--- config.mk ---
export PLATFORM = sky130hd
export DESIGN_NAME = sync_fifo_reader_flat
export DESIGN_NICKNAME = d
export VERILOG_FILES = /design/src/rtl/sync_fifo_reader_if.sv /design/src/rtl/sync_fifo_reader.sv /design/src/flat_wrapper.sv
export SDC_FILE = /design/constraint.sdc
export NUM_CORES = 1
export LEC_CHECK = 0
export CAP_MARGIN = 40
export CORE_MARGIN = 5
export CORE_UTILIZATION = 25
export CTS_BUF_LIST = sky130_fd_sc_hd__clkbuf_8
export CTS_CLUSTER_DIAMETER = 50
export CTS_CLUSTER_SIZE = 20
export DETAILED_ROUTE_END_ITERATION = 10
export PLACE_DENSITY = 0.5
export SLEW_MARGIN = 20
export SYNTH_ARGS = -nofsm -noshare
export SYNTH_HDL_FRONTEND = slang
export SYNTH_SLANG_ARGS = --single-unit
--- constraint.sdc ---
create_clock -name clk_i -period 1.86 [get_ports clk_i]
set_input_delay 0.372 -clock clk_i [delete_from_list [all_inputs] [get_ports clk_i]]
set_output_delay 0.372 -clock clk_i [all_outputs]
set_load 0.02 [all_outputs]
--- src/rtl/sync_fifo_reader_if.sv ---
// FIFO read port plus valid/ready stream, as seen by the FIFO reader.
// master = the reader; slave = the FIFO/sink side that surrounds it.
interface sync_fifo_reader_if #(
    parameter int DATA_WIDTH = 32
);
    logic                  fifo_empty_i;
    logic [DATA_WIDTH-1:0] fifo_rd_data_i;
    logic                  fifo_read_o;
    logic                  m_valid_o;
    logic [DATA_WIDTH-1:0] m_data_o;
    logic                  m_ready_i;

    modport master (
        input  fifo_empty_i, fifo_rd_data_i, m_ready_i,
        output fifo_read_o, m_valid_o, m_data_o
    );

    modport slave (
        output fifo_empty_i, fifo_rd_data_i, m_ready_i,
        input  fifo_read_o, m_valid_o, m_data_o
    );
endinterface

--- src/rtl/sync_fifo_reader.sv ---
// Read-side master for the sync FIFO: drains words into a 2-entry skid buffer
// and presents them as a valid/ready stream, hiding FIFO read latency.
module sync_fifo_reader #(
    parameter int DATA_WIDTH = 32,
    parameter bit FWFT       = 1'b1,
    parameter int CNT_WIDTH  = 16
) (
    input  logic                 clk_i,
    input  logic                 rst_i,
    input  logic                 flush_i,
    output logic [CNT_WIDTH-1:0] words_o,
    sync_fifo_reader_if.master   bus
);
    typedef enum logic [1:0] {EMPTY = 2'd0, ONE = 2'd1, TWO = 2'd2} state_t;

    state_t                state, state_nxt;
    logic [DATA_WIDTH-1:0] slot0, slot1, slot0_nxt, slot1_nxt;
    logic                  inflight, pop, arr, rd;
    logic [2:0]            credit;

    assign bus.m_valid_o = (state != EMPTY);
    assign bus.m_data_o  = slot0;
    assign pop           = bus.m_valid_o & bus.m_ready_i;

    // Words held plus words already requested, net of this cycle's pop.
    // Reset also blocks reads so nothing is pulled from the FIFO and then lost.
    assign credit = {1'b0, state} + {2'b00, inflight} - {2'b00, pop};
    assign rd     = !rst_i & !bus.fifo_empty_i & !flush_i & (credit < 3'd2);
    assign bus.fifo_read_o = rd;

    generate
        if (FWFT) begin : g_fwft
            assign inflight = 1'b0;
        end else begin : g_std
            always_ff @(posedge clk_i) begin
                if (rst_i) inflight <= 1'b0;
                else       inflight <= rd;
            end
        end
    endgenerate

    assign arr = FWFT ? rd : inflight;

    always_comb begin
        state_nxt = state;
        slot0_nxt = slot0;
        slot1_nxt = slot1;
        unique case (state)
            EMPTY: begin
                if (arr) begin
                    state_nxt = ONE;
                    slot0_nxt = bus.fifo_rd_data_i;
                end
            end
            ONE: begin
                if (arr && !pop) begin
                    state_nxt = TWO;
                    slot1_nxt = bus.fifo_rd_data_i;
                end else if (pop && !arr) begin
                    state_nxt = EMPTY;
                end else if (pop && arr) begin
                    slot0_nxt = bus.fifo_rd_data_i;
                end
            end
            TWO: begin
                if (pop) begin
                    slot0_nxt = slot1;
                    if (arr) slot1_nxt = bus.fifo_rd_data_i;
                    else     state_nxt = ONE;
                end
            end
            default: state_nxt = EMPTY;
        endcase
        // Flush drops everything held, including a word landing this edge.
        if (flush_i) state_nxt = EMPTY;
    end

    always_ff @(posedge clk_i) begin
        if (rst_i) begin
            state   <= EMPTY;
            slot0   <= '0;
            slot1   <= '0;
            words_o <= '0;
        end else begin
            state <= state_nxt;
            slot0 <= slot0_nxt;
            slot1 <= slot1_nxt;
            if (pop) words_o <= words_o + CNT_WIDTH'(1);
        end
    end

    a_no_overflow: assert property (@(posedge clk_i) disable iff (rst_i)
        !(state == TWO && !pop && arr));
endmodule
--- src/flat_wrapper.sv ---
// flat-port wrapper written by rule: the top's interface ports become plain ports
module sync_fifo_reader_flat 
#(
    parameter int DATA_WIDTH = 32,
    parameter bit FWFT       = 1'b1,
    parameter int CNT_WIDTH  = 16
)
  (clk_i, rst_i, flush_i, words_o, bus_fifo_empty_i, bus_fifo_rd_data_i, bus_m_ready_i, bus_fifo_read_o, bus_m_valid_o, bus_m_data_o);
  sync_fifo_reader_if #(.DATA_WIDTH(DATA_WIDTH)) bus_i ();
  input  logic clk_i;
  input  logic rst_i;
  input  logic flush_i;
  output logic [CNT_WIDTH-1:0] words_o;
  input wire logic [$bits(bus_i.fifo_empty_i)-1:0] bus_fifo_empty_i;
  input wire logic [$bits(bus_i.fifo_rd_data_i)-1:0] bus_fifo_rd_data_i;
  input wire logic [$bits(bus_i.m_ready_i)-1:0] bus_m_ready_i;
  output wire logic [$bits(bus_i.fifo_read_o)-1:0] bus_fifo_read_o;
  output wire logic [$bits(bus_i.m_valid_o)-1:0] bus_m_valid_o;
  output wire logic [$bits(bus_i.m_data_o)-1:0] bus_m_data_o;
  assign bus_i.fifo_empty_i = bus_fifo_empty_i;
  assign bus_i.fifo_rd_data_i = bus_fifo_rd_data_i;
  assign bus_i.m_ready_i = bus_m_ready_i;
  assign bus_fifo_read_o = bus_i.fifo_read_o;
  assign bus_m_valid_o = bus_i.m_valid_o;
  assign bus_m_data_o = bus_i.m_data_o;
  sync_fifo_reader #(.DATA_WIDTH(DATA_WIDTH), .FWFT(FWFT), .CNT_WIDTH(CNT_WIDTH)) u_core (.clk_i(clk_i), .rst_i(rst_i), .flush_i(flush_i), .words_o(words_o), .bus(bus_i));
endmodule
# ---- After elaboration in Yosys (flattened, before gate mapping)
# Index checks and enable logic that the tools add are counted.
dict set report word_totals {
  register_bits 82
  in_bits 37
  output_inout_bits 50
  word_cells 53
}
dict set report classes {
  n_addsub 2
  order_cmp 1
  n_eq_ne 11
  n_mux 15
  bitwise 4
  reduce_logical 16
}
# operator n
set op_table {}
lappend op_table {{$mux W32} 7}
lappend op_table {{$pmux W32 S3} 1}
lappend op_table {{$pmux W32 S2} 1}
lappend op_table {{$add A16 B1 Y16 const B} 1}
lappend op_table {{$mux W2} 5}
lappend op_table {{$ne A2 B1 Y1 const B} 5}
lappend op_table {{$reduce_and A4 Y1} 2}
lappend op_table {{$ne A2 B2 Y1 const B} 3}
lappend op_table {{$pmux W2 S3} 1}
lappend op_table {{$reduce_and A6 Y1} 1}
lappend op_table {{$logic_not A1 Y1} 5}
lappend op_table {{$and A1 B1 Y1} 4}
lappend op_table {{$reduce_bool A2 Y1} 2}
lappend op_table {{$logic_and A1 B1 Y1} 3}
lappend op_table {{$lt A3 B2 Y1 const B} 1}
lappend op_table {{$ne A3 B1 Y1 const B} 1}
lappend op_table {{$reduce_bool A3 Y1} 1}
lappend op_table {{$sub A2 B1 Y3} 1}
lappend op_table {{$eq A2 B1 Y1 const B} 1}
lappend op_table {{$eq A2 B2 Y1 const B} 1}
lappend op_table {{$logic_not A2 Y1} 1}
lappend op_table {{$reduce_or A2 Y1} 1}

# ---- Depth between registers and ports, before layout
# Gate-level depths: netlist (run 1).
dict set report depth {
  word_depth 10
  mapped_depth 7
  mapped_depth_nobuf 5
}

# ---- Worst setup path before layout (run 1)
# Ideal clock, no wire load.
dict set report synth_timing {
  path_type {reg2reg}
  startpoint {register u_core.words_o[2]}
  endpoint {register u_core.words_o[15]}
  setup_ps 70
  t_arrival_ps 1754
  required_time_ps 1790
  setup_slack_ps 35
  stages_incl_launch_ff 5
  n_path_buf 0
  synth_period_minus_slack_ps 1825
  path_cell_list {dfxtp_1 > nand4_2 > or4b_4 > or3_1 > a21oi_1}
}
dict set report synth_between {
  elab_chain_cells 1
}
# item line_no
set synth_rtl {}
lappend synth_rtl {{start: declaration} sync_fifo_reader.sv:11} ;# output logic [CNT_WIDTH-1:0] words_o,
lappend synth_rtl {{start signal: assignment} sync_fifo_reader.sv:88} ;# if (pop) words_o <= words_o + CNT_WIDTH'(1);
lappend synth_rtl {{$add A16 B1 Y16} sync_fifo_reader.sv:88}
# Every way passes these cells.
# A chain may end at the register's enable or synchronous reset.

# ---- Worst setup path after layout (run 1)
dict set report layout_timing {
  startpoint {register u_core.words_o[13]}
  endpoint {output words_o[13]}
}
# item line_no
set layout_rtl {}
lappend layout_rtl {{end: declaration} flat_wrapper.sv:13} ;# output logic [CNT_WIDTH-1:0] words_o;
# No word-level cell between the ends.

==> run summary, run 1 <==
On the worst path, the slowest cell contributes a delay of 640 ps. The average footprint of a synthesized cell is 9.29 um2. The share of async-settable or async-resettable flops after synthesis is 0%, and the total via count in the routed design is 3020.

Including well taps, the total number of placed cells is 646. The portion of the post-synthesis area used by sequential elements is 46.4%, and the flop and latch count out of synthesis is 82. The minimum setup slack among reg-to-reg paths was 120 ps. For the worst setup path, the data arrival time is 1410 ps. Of all nets on the critical path, the largest fanout is 5. The count of standard-cell rows was 43; the global-route wire length before repair was 15100 um. The area inside the core boundary is 13900 um2.

The startpoint identified for the worst hold timing path is flush_i. The post-synthesis cell type count is 40. Required time at the endpoint of the critical path: 1490 ps. The min-delay analysis places its worst path in the category in -> reg. The cell area that synthesis handed to floorplanning was 3540 um2. For the number of H-tree levels, the log shows 3. Share of post-route cells with drive strength above 1: 18.9%. The logs give 44 for the pin count of the biggest net entering global routing and 4360 um for the met2 layer wire length in the routed design. For the pin with the worst max-slew slack, the measured transition is 539 ps.

The detail route stage leaves a number of antenna-violating nets equal to 0. Counting instances, the worst hold path has a depth of 3. Synthesis produced a netlist with a net count of 419.

The run gives 87 as the top-level port count. The tools report the clock root buffer as sky130_fd_sc_hd__clkbuf_8. The tools report the gate count of the mapped netlist as 381.

The number of failing hold endpoints at the final stage was 0; the final routed wire length divided by cell count was 14.3 um. The area growth from synthesis to layout is 46.8%. The sum of buffers and inverters on the critical path was 1; the count of nets after finishing was 525. Clock tree synthesis inserted a total of 9 buffers. The final critical path takes up 96.0% of the cycle. TritonCTS built the clock tree. Counting flops with a built-in enable in the synthesized netlist gives 0. The logs give 11.7% for the overall track demand over capacity in global routing and 8.68 ps for the setup clock skew after layout. Once placement finished, the instance area stood at 4780 um2. Highest attainable clock frequency: 560 MHz. The later pin in the worst-skew pair is clocked with a latency of 370 ps.

After clock tree synthesis, the clock-pin slew on the worst setup and hold paths is 80 ps. The power per cell area was 708 nW/um2; the total number of clock tree sinks was 82. Endpoint kind of the worst setup timing path: an output pin. Fraction of synthesized cell area taken by the top area cell type: 46.4%. In this run, the number of DRC markers left after iteration 0 of detailed routing was 151. For the final instance area, the log shows 5200 um2. The met1 layer wirelength in the final routing was 4720 um.

The category of cells accounting for the largest share of critical-path delay was buffers and inverters. For the initial antenna violation count, the log shows 0. Critical setup path kind: reg -> out. Setup repair after global routing left no endpoint under its margin.

The first TritonRoute pass finished after 4 iterations. Setup violations remaining at the end of the flow were counted as 0. The run finished with clean final reports. The logs give 6030 um for the sum of net half-perimeters after detailed placement and 9590 um for the post-detailed-routing wire length. Summed over all failing endpoints, the final setup total negative slack is 0 ps. The via count of the first global-routing pass came out at 2854. Setup slack closes at 74.8 ps. The vertical extent of the die works out to 129 um. The main flop type after synthesis was sky130_fd_sc_hd__dfxtp_1. For the met3 wirelength from detailed routing, the log shows 326 um. The run gives 16600 um2 as the overall die area.

The starting density of the core was 25.5%. The tools report the endpoint of the most critical register-to-register path as u_core.words_o[15]. The biggest area contributor in the post-synthesis netlist is sky130_fd_sc_hd__dfxtp_1. For this run, design rule violations remaining after detail routing come to 0.

The worst pin sits at a relative slew slack of 64.0%. Launch point of the worst reg-to-reg path: u_core.state[1]. The depth of the most critical reg-to-reg path works out to 4.

After synthesis, the cell types taking the most area are sky130_fd_sc_hd__dfxtp_1 46%, sky130_fd_sc_hd__a211oi_2 9.9%, sky130_fd_sc_hd__mux2i_1 9.6%. The tools report the max-capacitance violation count as 0. The design draws 3.68 mW. The via count normalized by instance count was 4.49. Endpoint with the worst hold slack: u_core.state[0]. Summed over all cells, the static leakage comes to 2.14 nW. The longest clock path from root to sink contains 2 buffers. Subtracting the final worst setup slack from the clock period gives 1790 ps. Summed over all layers, the global routing overflow is 0.

Traced cell by cell, the critical path runs through clkdlybuf4s50_1. The number of warnings reported in the yosys synthesis log is 0. Routability congestion estimate from global placement: 0.724.

Port buffering added 86 buffers. The type of element launching the critical path is a flip-flop. The run gives 0 as the count of pins over their slew limit. The number of antenna diodes in the final layout is 0. IR analysis of the VDD net gives a maximum drop of 327 uV. The final hold slack came out at 298 ps. The finished layout holds 672 standard cells, fillers aside. For this design, the slowest cell found on the critical path is sky130_fd_sc_hd__clkdlybuf4s50_1.

The horizontal extent of the die is 129 um. At the end of the flow the core is filled with cells to 37.4%. The uppermost metal layer occupied by signal nets was met4.

The tools report the worst-case setup slack after placement as -492 ps.
power by group:
| group | internal [mW] | switching, mW |
|---|---|---|
| sequential | 1.80 | 0.0275 |
| clock | 0.629 | 0.720 |
| combinational | 0.263 | 0.239 |
| total | 2.69 | 0.987 |
what timing repair did:
| action | CTS | global route |
|---|---|---|
| cloned | 4 | 0 |
| pin swaps | 3 | 6 |
| buffers inserted | 6 | 0 |
| hold buffers | 0 | 0 |
| gates resized for setup | 14 | 10 |
| hold endpoints to repair | 0 | 0 |
| endpoints found under the setup margin | 51 | 39 |
cells in the mapped netlist (2+ instances only):
library cell / number
sky130_fd_sc_hd__buf_2: 7
sky130_fd_sc_hd__nand2_1: 69
sky130_fd_sc_hd__a21oi_1: 38
sky130_fd_sc_hd__nand3_1: 2
sky130_fd_sc_hd__xor2_1: 7
sky130_fd_sc_hd__o21ai_0: 4
sky130_fd_sc_hd__nand4_1: 5
sky130_fd_sc_hd__mux2i_1: 34
sky130_fd_sc_hd__nor3_1: 3
sky130_fd_sc_hd__nand2b_1: 2
sky130_fd_sc_hd__a211oi_2: 28
sky130_fd_sc_hd__buf_6: 4
sky130_fd_sc_hd__xnor2_1: 4
sky130_fd_sc_hd__nor4_1: 2
sky130_fd_sc_hd__or3_1: 4
sky130_fd_sc_hd__nor2_1: 46
sky130_fd_sc_hd__buf_1: 2
sky130_fd_sc_hd__buf_4: 3
sky130_fd_sc_hd__a211oi_1: 4
sky130_fd_sc_hd__clkbuf_1: 12
sky130_fd_sc_hd__dfxtp_1: 82
sequential cells by signal, summed over array words and instances (netlist names):
name                 count
u_core.state             2
u_core.slot1            32
u_core.bus.m_data_o     32
u_core.words_o          16
logic make-up after synthesis:
logic type      Yosys count  share of synthesized area [%]
xor+xnor                 11                           2.72
flops                    82                           46.4
compound gates           81                           18.7
mux                      34                           9.61
fa+ha+maj                 1                          0.353
simple gates            143                           17.7
buf+inv                  29                           4.49
how the worst max path moves through the flow:
| stage | start | end | slack [ps] | cells past startpoint |
|---|---|---|---|---|
| 4_1_cts | flush_i | u_core.bus.m_data_o[13] | -3 | 8 |
| 3_3_place_gp | bus_fifo_empty_i | u_core.bus.m_data_o[2] | -460 | 7 |
| 5_1_grt | u_core.words_o[8] | words_o[8] | 6 | 1 |
| 6_report | u_core.words_o[13] | words_o[13] | 70 | 1 |
| 2_1_floorplan | u_core.words_o[2] | u_core.words_o[15] | 40 | 4 |
| 3_5_place_dp | bus_fifo_empty_i | u_core.bus.m_data_o[4] | -490 | 7 |
cell type report:
class | instances | area [um2]
flip-flops and latches | 82 | 1640
clock buffers | 9 | 124
multi-input cells | 270 | 1750
well taps | 180 | 225
inverters | 1 | 3.75
fillers | 1433 | 8680
clock inverters | 7 | 77.6
repair buffers | 123 | 1370
metal layers:
metal | GRT usage, % | vias to the layer above
li1 | - | 1529
met1 | 15.1 | 1423
met2 | 18.2 | 57
met3 | 3.28 | 11
met4 | 5.25 | 0
met5 | 0 | -
layout by cell type (no fill, tap or decap), types with 5 or more instances in the layout:
| cell type | Yosys | layout |
|---|---|---|
| sky130_fd_sc_hd__nand2_1 | 69 | 69 |
| sky130_fd_sc_hd__buf_4 | 3 | 22 |
| sky130_fd_sc_hd__clkbuf_8 | 0 | 9 |
| sky130_fd_sc_hd__mux2i_1 | 34 | 34 |
| sky130_fd_sc_hd__a211oi_2 | 28 | 29 |
| sky130_fd_sc_hd__xor2_1 | 7 | 7 |
| sky130_fd_sc_hd__a21oi_1 | 38 | 38 |
| sky130_fd_sc_hd__nand4_1 | 5 | 5 |
| sky130_fd_sc_hd__dfxtp_1 | 82 | 81 |
| sky130_fd_sc_hd__buf_12 | 0 | 11 |
| sky130_fd_sc_hd__dlymetal6s2s_1 | 0 | 8 |
| sky130_fd_sc_hd__nor2_1 | 46 | 46 |
| sky130_fd_sc_hd__dlygate4sd2_1 | 0 | 6 |
| sky130_fd_sc_hd__clkdlybuf4s50_1 | 0 | 70 |
(Power assumes the default switching activity.)
==> run 2: changes to the inputs <==
--- a/config.mk
+++ b/config.mk
@@ -5,15 +5,14 @@
 export SDC_FILE = /design/constraint.sdc
 export NUM_CORES = 1
 export LEC_CHECK = 0
+export ABC_CLOCK_PERIOD_IN_PS = 1860
 export CAP_MARGIN = 40
 export CORE_MARGIN = 5
 export CORE_UTILIZATION = 25
 export CTS_BUF_LIST = sky130_fd_sc_hd__clkbuf_8
-export CTS_CLUSTER_DIAMETER = 50
 export CTS_CLUSTER_SIZE = 20
 export DETAILED_ROUTE_END_ITERATION = 10
 export PLACE_DENSITY = 0.5
-export SLEW_MARGIN = 20
 export SYNTH_ARGS = -nofsm -noshare
 export SYNTH_HDL_FRONTEND = slang
 export SYNTH_SLANG_ARGS = --single-unit
==> results of run 2 <==
No change in the layout: final DEF, timing and power equal those of run 1.
==> run 3: changes to the inputs <==
--- a/config.mk
+++ b/config.mk
@@ -12,7 +12,8 @@
 export CTS_BUF_LIST = sky130_fd_sc_hd__clkbuf_8
 export CTS_CLUSTER_SIZE = 20
 export DETAILED_ROUTE_END_ITERATION = 10
-export PLACE_DENSITY = 0.5
+export DONT_BUFFER_PORTS = 1
+export PLACE_DENSITY = 0.42
 export SYNTH_ARGS = -nofsm -noshare
 export SYNTH_HDL_FRONTEND = slang
 export SYNTH_SLANG_ARGS = --single-unit
==> run 3 against run 2 <==
  * Sequential power grew 3%
  * Clock skew is 0.75 ps higher
  * Largest cell class unchanged
  * Fmax rose by 4.8%
  * Register-to-register slack better by 40 ps
  * Sequential share of layout area increased by 9.5 points
==> run summary, run 3 (synthesized netlist as in run 1, its figures left out) <==
The run gives 9.44 ps (+0.755 ps) as the setup clock skew after layout. The tools report the clock insertion delay at the later pin of the skew report as 370 ps (about the same). The number of input and output port buffers inserted works out to 0 (-100%).

The sum of buffers and inverters on the critical path was 0 (-1). The hold-fix buffer count after cts is 0 (unchanged). Met3 wirelength from detailed routing: 749 um (+130%).

The clock tree buffer depth came out at 2 (unchanged). The logs give 16600 um2 (unchanged) for the overall die area and 238 uV (-27%) for the worst ir drop on vdd. The post-route setup TNS was 0 ps (unchanged); the final routed wire length divided by cell count was 15.6 um (+9.4%). The library cell used most frequently in the layout, excluding fill and tap cells, is sky130_fd_sc_hd__dfxtp_1. Via count of the first global-routing pass: 2484 (-13%). Setup repair after global routing left no endpoint under its margin. TritonCTS built the clock tree. The area inside the core boundary came out at 13900 um2 (unchanged). For the overall track demand over capacity in global routing, the log shows 11.0% (-0.76 points). The shortest clock period the worst path allows after layout works out to 1700 ps (-82.3 ps). The run gives 160 ps (+40 ps) as the minimum setup slack among reg-to-reg paths. The logs give 3940 um (-17%) for the met1 layer wirelength in the final routing and 4030 um (-7.6%) for the met2 layer wire length in the routed design.

The sequential cell area came out at 1640 um2 (about the same). The largest fanout of any net on the critical path is 5 (unchanged), and the number of failing hold endpoints at the final stage is 0 (unchanged). The top-level port count came out at 87 (unchanged).

The uppermost metal layer occupied by signal nets was met4. The multi-input logic area is 1750 um2 (-0.29%). The critical setup path kind is reg -> reg. The antenna cell count is 0 (unchanged). The core occupancy in the finished layout is 28.8% (-8.6 points), and the total congestion overflow is 0 (unchanged). Clock tree synthesis selected as its root buffer the cell sky130_fd_sc_hd__clkbuf_8. The clock edge transition at the registers on the reported setup and hold paths was 80 ps (about the same).

The power per cell area came out at 812 nW/um2 (+15%). The slew of the pin with the lowest slew margin is 679 ps (+140 ps), and the global-route wire length before repair is 13900 um (-7.7%). The share of post-route cells with drive strength above 1 came out at 18.7% (-0.18 points). The flow ran to the end, and the final reports show no timing, DRC or antenna violations. For the highest attainable clock frequency, the log shows 587 MHz (+4.8%). Traced cell by cell, the critical path runs through o2111a_1 -> or4b_4 -> or3_1 -> a21oi_1. The via count normalized by instance count is 4.62 (+2.7%).

The pin count of the biggest net entering global routing is 84 (+91%). The kind of cell with the highest combined delay along the critical path is simple AND/OR/NAND/NOR gates. The period utilization is 91.6% (-4.4 points), and the vertical extent of the die is 129 um (unchanged). The count of nets after finishing is 423 (-19%).

The logs give 8900 um (-7.2%) for the post-detailed-routing wire length and 0.698 (-3.6%) for the routability congestion estimate from global placement. For the starting density of the core, the log shows 25.5% (unchanged). STA classifies the critical path endpoint as a flip-flop. The worst hold path belongs to the class in -> reg. For the total via count in the routed design, the log shows 2631 (-13%). The type of element launching the critical path is a flip-flop. The horizontal extent of the die works out to 129 um (unchanged). The run gives 1.52 nW (-29%) as the leakage power. The number of inserted filler cells in the final layout is 1497 (+4.5%), and the maximum single-stage delay on the critical path is 520 ps (-120 ps). The tools report the signal arrival time at the worst endpoint as 2010 ps (+600 ps).

The slowest library cell on the worst path is sky130_fd_sc_hd__or4b_4. The number of remaining DRC errors was 0 (unchanged); the required time at the endpoint of the critical path was 2170 ps (+680 ps). The sum of net half-perimeters after detailed placement is 5620 um (-6.9%), and the number of setup buffers added after CTS is 0 (-6).

The number of iterations in the first detailed-routing pass came out at 4 (unchanged). The logs give 9 (unchanged) for the total clock buffers created by CTS and 0 (unchanged) for the final setup violation count. The area growth from synthesis to layout was 12.9%; the total number of clock tree sinks was 82 (unchanged). The tools report the number of H-tree levels as 3 (unchanged). For the count of standard-cell rows, the log shows 43 (unchanged). For the post-CTS resize count, the log shows 0 (-14). The top cell types in the final layout, fill and taps aside, are 82 x sky130_fd_sc_hd__dfxtp_1, 69 x sky130_fd_sc_hd__nand2_1, 46 x sky130_fd_sc_hd__nor2_1. The initial detailed-routing violation count was 114 (-25%); the worst slew margin relative to its limit was 54.5% (-9.5 points). The initial antenna violation count came out at 0 (unchanged). The run gives 0 (unchanged) as the max-capacitance violation count.

The count of pins over their slew limit came out at 0 (unchanged). The number of nets still failing antenna checks after routing was 0 (unchanged).
-- run 3: worst reg2reg max path, stage by stage (launching register included) --
cell                       delay, ps
sky130_fd_sc_hd__dfxtp_1         380
sky130_fd_sc_hd__o2111a_1        230
sky130_fd_sc_hd__or4b_4          520
sky130_fd_sc_hd__or3_1           370
sky130_fd_sc_hd__a21oi_1         140
-- run 3: per-layer routing --
| metal | global-route usage, % | vias to the layer above |
|---|---|---|
| li1 | - | 1326 |
| met1 | 13.1 | 1226 |
| met2 | 16.8 | 67 |
| met3 | 5.15 | 12 |
| met4 | 5.00 | 0 |
| met5 | 0 | - |
-- run 3: path summary, 6_finish.rpt --
check	startpoint	depth (start not counted)	endpoint
max	u_core.state[0]	4	u_core.words_o[15]
min	flush_i	1	u_core.state[0]
max reg2reg	u_core.state[0]	4	u_core.words_o[15]
min reg2reg	u_core.slot1[0]	2	u_core.slot1[0]
-- run 3: final cells by class --
cell class                 instances  share of cell area (%)
multi-input combinational        270                    43.8
clock inverter                     6                   0.814
tap                              180                    5.63
timing repair buffer              21                    5.20
sequential                        82                    41.1
clock buffer                      10                    3.44
inverter                           1                  0.0939
-- run 3: where the power goes --
part	internal, mW	total, mW	switching, mW
Clock	0.509	1.18	0.671
Combinational	0.0829	0.183	0.0998
Sequential	1.80	1.88	0.0815
Total	2.39	3.25	0.853
-- run 3: through the flow --
step	cell area (um2)	cells	hold slack [ps]	setup slack [ps]	power, mW
final	4000	570	69.2	157	3.25
after global routing	4000	570	35.2	47.2	3.42
after floorplan	3540	381	436	35.5	2.11
after detailed placement	3830	554	440	26.9	2.11
after CTS	4000	570	35.3	160	3.33
after global placement	3830	554	435	87.4	2.11
==> RTL edit 1: new RTL, config.mk and constraints of run 2 <==
Make the reset (`rst_i`) asynchronous in 2 clocked blocks.
--- a/src/rtl/sync_fifo_reader.sv
+++ b/src/rtl/sync_fifo_reader.sv
@@ -34,3 +34,3 @@
         end else begin : g_std
-            always_ff @(posedge clk_i) begin
+            always_ff @(posedge clk_i or posedge rst_i) begin
                 if (rst_i) inflight <= 1'b0;
@@ -77,3 +77,3 @@
 
-    always_ff @(posedge clk_i) begin
+    always_ff @(posedge clk_i or posedge rst_i) begin
         if (rst_i) begin
Function: differs if rst_i is asserted again (counterexample within 4 cycles, from zero or initial values and one cycle with rst_i high); with rst_i held inactive, the same outputs for 4 cycles.
==> RTL edit 1 against run 2 <==
  * The flow now finishes with violations (setup timing)
  * Sequential cell count unchanged
  * Die area is 2.0% higher
  * Hold slack improved by 0.085 ns
  * Register-to-register slack worse by 0.51 ns
  * Area after synthesis is 2.1% higher
  * Routed wire length rose by 1.5%
  * Count of clock-buffer cells in the layout rose by 1
  * Global-route usage shrank 0.12 points
  * Design area is 10% higher
  * Setup slack got worse by 0.46 ns
  * Largest cell class is now sequential cells
Power is not compared: it rests on default switching activity, and its combinational part moved more than twofold at a synthesized area within 25%.
==> RTL edit 1: results (changes against run 2) <==
| Metric | Value |
|---|---|
| GRT Total Usage | `0.116 (-0.00124)` |
| Non-filler cells, final | `607 (-9.7%)` |
| Crit path max-delay family | `simple AND/OR/NAND/NOR gates` |
| Asr flop ratio synth | `1.00 (+1.00)` |
| Pin slew with the least headroom to its limit | `0.380 ns (-0.159 ns)` |
| Largest net degree at the start of global routing | `54 (+23%)` |
| Post-Place Worst Slack | `-0.922 ns (-0.430 ns)` |
| Layout cell share with drive strength beyond 1 | `0.366 (+0.177)` |
| CP Max Fanout | `6 (+1)` |
| Setup crit end kind | `flop` |
| CP max-delay cell | `or4b_4` |
| 1st-iter DRT viols | `80 (-47%)` |
| Compound-Gate Fraction of Synth Area | `0.0675 (-0.120)` |
| Routed wl met2 | `4.79 mm (+9.8%)` |
| Post-layout worst setup margin | `-0.389 ns (-0.464 ns)` |
| Worst setup startpoint | `u_core.state[0]$_DFFE_PP0P_` |
| Synth cell count leaders | `82 x dfrtp_1, 34 x nor2_1, 32 x mux2_2, 32 x mux2i_1, 25 x a21oi_1` |
| Register area share after synthesis | `0.568 (+0.104)` |
| Ranking of synthesized cells by area | `dfrtp_1 57%, mux2_2 10%, mux2i_1 8.9%, nor2_1 3.5%, a21oi_1 3.5%` |
| Met2 global-route usage | `0.194 (+0.0114)` |
| Synth cell types | `31 (-23%)` |
| Max incr delay on CP | `0.49 ns (-0.15 ns)` |
| Syn avg cell area | `12.3 µm² (+32%)` |
| Syn nets | `336 (-20%)` |
| Placed inst area | `4870 µm² (+1.9%)` |
| CP arrival | `2.55 ns (+1.14 ns)` |
| Setup-failing EPs final | `65 (+65)` |
| Failing checks | `setup timing` |
| Hold/Removal Path Class | `in2async` |
| Grt met1 use | `0.139 (-0.0120)` |
| Adder-Cell Fraction of Synth Area | `0.0138 (+0.0103)` |
| Post-DP HPWL | `5.64 mm (-6.5%)` |
| M1 WL | `4.20 mm (-11%)` |
| Worst R2R Path Depth | `10 (+6)` |
| Final nets | `459 (-13%)` |
| Skew final | `0.00981 ns (+0.00112 ns)` |
| GR Layer Usage met3 | `0.0463 (+0.0135)` |
| Vias/cell | `4.43 (-1.5%)` |
| GP Congestion | `0.734 (+1.5%)` |
| Mux cell area share after synthesis | `0.188 (+0.0922)` |
| Dpl cells | `569 (-12%)` |
| Met3 wire length | `583 µm (+79%)` |
| Xor/xnor cell area share of the yosys netlist | `0.0363 (+0.00913)` |
| TNS Setup | `-18.77 ns (-18.77 ns)` |
| Top_reg_cell synth | `dfrtp_1` |
| Outcome | `complete, but fails checks` |
RTL edit 1: cell count changes after synthesis, sizes merged, moves of 5 or more:
cell    delta
mux2      +32
buf        -5
nand2     -56
xnor2      +9
nor2      -12
xor2       -5
dfxtp     -82
or3        -5
a211oi    -32
nand4      -5
dfrtp     +82
a21oi      -6
and3       +5
clkbuf     -8
RTL edit 1: repair_timing:
action                     in CTS  in global routing
setup buffers                  13                  1
cloned                          5                  5
pin swaps                       5                  3
resized for setup              25                 72
setup endpoints to repair      67                 72
RTL edit 1: worst min-delay path by stage:
stage | slack, ns | to | from | cells past startpoint
floorplan | 0.44 | u_core.state[0]$_DFFE_PP0P_ | flush_i | 1
global placement | 0.46 | u_core.words_o[15]$_DFFE_PP0P_ | u_core.words_o[15]$_DFFE_PP0P_ | 1
detailed placement | 0.47 | u_core.words_o[15]$_DFFE_PP0P_ | u_core.words_o[15]$_DFFE_PP0P_ | 1
CTS | 0.37 | u_core.bus.m_data_o[19]$_DFFE_PP0P_ | rst_i | 4
global route | 0.40 | u_core.state[0]$_DFFE_PP0P_ | rst_i | 4
finish | 0.38 | u_core.state[0]$_DFFE_PP0P_ | rst_i | 4
RTL edit 1: final cells by class:
class                           count  area (µm²)
Inverter                            5        27.5
Fill cell                        1382        8630
Clock inverter                      6        81.3
Multi-Input combinational cell    193        1730
Tap cell                          184         230
Clock buffer                       10         138
Sequential cell                    82        2050
Timing Repair Buffer              127        1480
RTL edit 1: cell families after synthesis:
group	after synthesis
mux	64
compound gates	39
flops	82
simple gates	71
fa+ha+maj	4
buf+inv	20
xor+xnor	15
RTL edit 1: power breakdown:
group          leakage, nW  switching, W  internal (W)  total, W
Sequential            1.01      0.000287       0.00216   0.00245
Combinational         1.57      0.000741      0.000897   0.00164
Clock                0.113      0.000675      0.000784   0.00146
==> RTL edit 2: new RTL, flow settings as in run 2 <==
Made on the original files. `CNT_WIDTH` is set to 16 in 2 places; all go to 32.
--- a/src/rtl/sync_fifo_reader.sv
+++ b/src/rtl/sync_fifo_reader.sv
@@ -5,3 +5,3 @@
     parameter bit FWFT       = 1'b1,
-    parameter int CNT_WIDTH  = 16
+    parameter int CNT_WIDTH  = 32
 ) (
--- a/src/flat_wrapper.sv
+++ b/src/flat_wrapper.sv
@@ -5,3 +5,3 @@
     parameter bit FWFT       = 1'b1,
-    parameter int CNT_WIDTH  = 16
+    parameter int CNT_WIDTH  = 32
 )
Ports: changed (resized words_o); port bits go from 87 to 103. No check against the original RTL was run, so the function may have changed too.
==> RTL edit 2 against run 2 <==
  * Setup slack lost 0.061 ns
  * Area after synthesis grew 20%
  * Critical path depth grew 7
  * Die area grew 18%
  * Synthesized cell count grew 27%
  * First-iteration DRC count grew 0.66%
  * Design area grew 22%
  * Register-to-register slack lost 0.10 ns
  * Sequential cell count grew 16
  * Largest power group unchanged
  * Non-clock buffer count grew 36
  * Total power grew 7.5%
  * Routed wire length grew 34%
==> RTL edit 2: results (changes against run 2) <==
| Metric | Value |
|---|---|
| Outcome | `finished, final reports clean` |
| CP Max Fanout | `8 (+3)` |
| Skew final | `0.00909 ns (+0.000409 ns)` |
| Met2 global-route usage | `0.196 (+0.0132)` |
| Worst setup startpoint | `flush_i` |
| Syn nets | `523 (+25%)` |
| Non-filler cells, final | `844 (+26%)` |
| Dpl cells | `813 (+26%)` |
| Max incr delay on CP | `0.41 ns (-0.23 ns)` |
| Worst R2R Path Depth | `5 (+1)` |
| Peak VDD IR | `0.280 mV (-14%)` |
| Synth cell count leaders | `98 x dfxtp_1, 74 x nand2_1, 52 x a21oi_1` |
| Register area share after synthesis | `0.463 (-0.00123)` |
| Top-area cell type share of the netlist area | `0.463 (-0.00123)` |
| Synth cell types | `42 (+5.0%)` |
| Vias/cell | `4.70 (+4.7%)` |
| WHS Path Cells | `5 (+2)` |
| Layout cell share with drive strength beyond 1 | `0.218 (+0.0289)` |
| Clock net power | `0.00131 W (-3%)` |
| WS Path Type | `in2reg` |
| Leak Pwr | `2.57 nW (+20%)` |
| GP Congestion | `0.752 (+3.9%)` |
| CP arrival | `2.08 ns (+0.67 ns)` |
| Min-delay src | `bus_fifo_empty_i` |
| Asr flop ratio synth | `0 (unchanged)` |
| Post-CTS Setup Bufs | `3 (-3)` |
| GR Layer Usage met3 | `0.0225 (-0.0103)` |
| Clk_lat worst skew | `0.37 ns (about the same)` |
| Grt met1 use | `0.158 (+0.00647)` |
| First-pass GRT wire length | `19.5 mm (+29%)` |
| Internal | `0.00290 W (+7.7%)` |
| Syn avg cell area | `8.75 µm² (-5.9%)` |
| Final nets | `657 (+25%)` |
| Post-DP HPWL | `7.89 mm (+31%)` |
| Largest net degree at the start of global routing | `55 (+25%)` |
| Ranking of synthesized cells by area | `dfxtp_1 46%, mux2i_1 8.0%, nand2_1 6.5%, a21oi_1 6.1%, a211oi_1 5.7%` |
| Count of warnings emitted by yosys | `0 (unchanged)` |
| Clock Pin Slew Worst Setup and Hold Paths | `0.10 ns (+0.02 ns)` |
| Buffers added on ports | `102 (+19%)` |
| Slew HR | `0.569 (-0.0712)` |
| H-Tree Depth | `3 (unchanged)` |
| WL per Instance | `15.2 µm (+6.6%)` |
| 1st-iter DRT viols | `152 (+0.66%)` |
| Post-CTS resize count | `31 (+17)` |
| P_sw | `0.00106 W (+7.1%)` |
| Sequential fraction of design power | `0.544 (+0.047)` |
| TritonRoute pass-1 iters | `4 (unchanged)` |
| Antenna violations before repair | `0 (unchanged)` |
| Vias in the first global route | `3750 (+31%)` |
| GRT Total Usage | `0.122 (+0.00426)` |
[RTL edit 2: cell types whose count changed after synthesis, moves of 5 or more]
cell,before,now
nand2_1,69,74
and3_1,0,6
a211oi_2,28,0
o31ai_1,0,10
a21oi_1,38,52
dfxtp_1,82,98
nand4_1,5,10
a211oi_1,4,32
clkbuf_1,12,19
nand3_1,2,10
or4_1,0,12
[RTL edit 2: cell families after synthesis]
group,synth area share
AND/OR/NAND/NOR,0.215
AO/OA/AOI/OAI,0.167
flip-flops,0.463
buffers and inverters,0.0437
multiplexers,0.0909
XOR/XNOR,0.0186
adder cells (fa/ha/maj),0.00295
[RTL edit 2: final cells by class]
class / instances / area [µm²]
tap: 220 / 275
inverter: 3 / 11.3
fill: 1682 / 10300
clock inverter: 6 / 40.0
sequential: 98 / 2020
timing repair buffer: 159 / 1610
clock buffer: 10 / 138
multi-input combinational: 348 / 2240
[RTL edit 2: worst paths after layout]
| kind | slack (ns) | endpoint |
|---|---|---|
| worst max-delay path | 0.01 | u_core.bus.m_data_o[9]$_SDFFE_PP0P_ |
| worst min-delay path | 0.45 | u_core.state[1]$_SDFFE_PP0P_ |
| worst max register to register | 0.02 | u_core.words_o[23]$_SDFFE_PP0N_ |
| worst min register to register | 0.46 | u_core.slot1[21]$_SDFFE_PP0P_ |
[RTL edit 2: through the flow]
| stage | utilization | setup slack (ns) | instance area [µm²] |
|---|---|---|---|
| floorplan | - | -0.00955 | 4350 |
| global placement | 0.350 | -0.482 | 5820 |
| detailed placement | 0.350 | -0.508 | 5820 |
| CTS | 0.365 | -0.0246 | 6070 |
| global route | 0.381 | -0.0316 | 6330 |
| finish | 0.381 | 0.0134 | 6330 |
[RTL edit 2: layer usage]
metal,wire [µm],part of all wire
met2,6150,0.48
met4,231,0.018
met3,418,0.033
met1,6050,0.47
met5,0,0
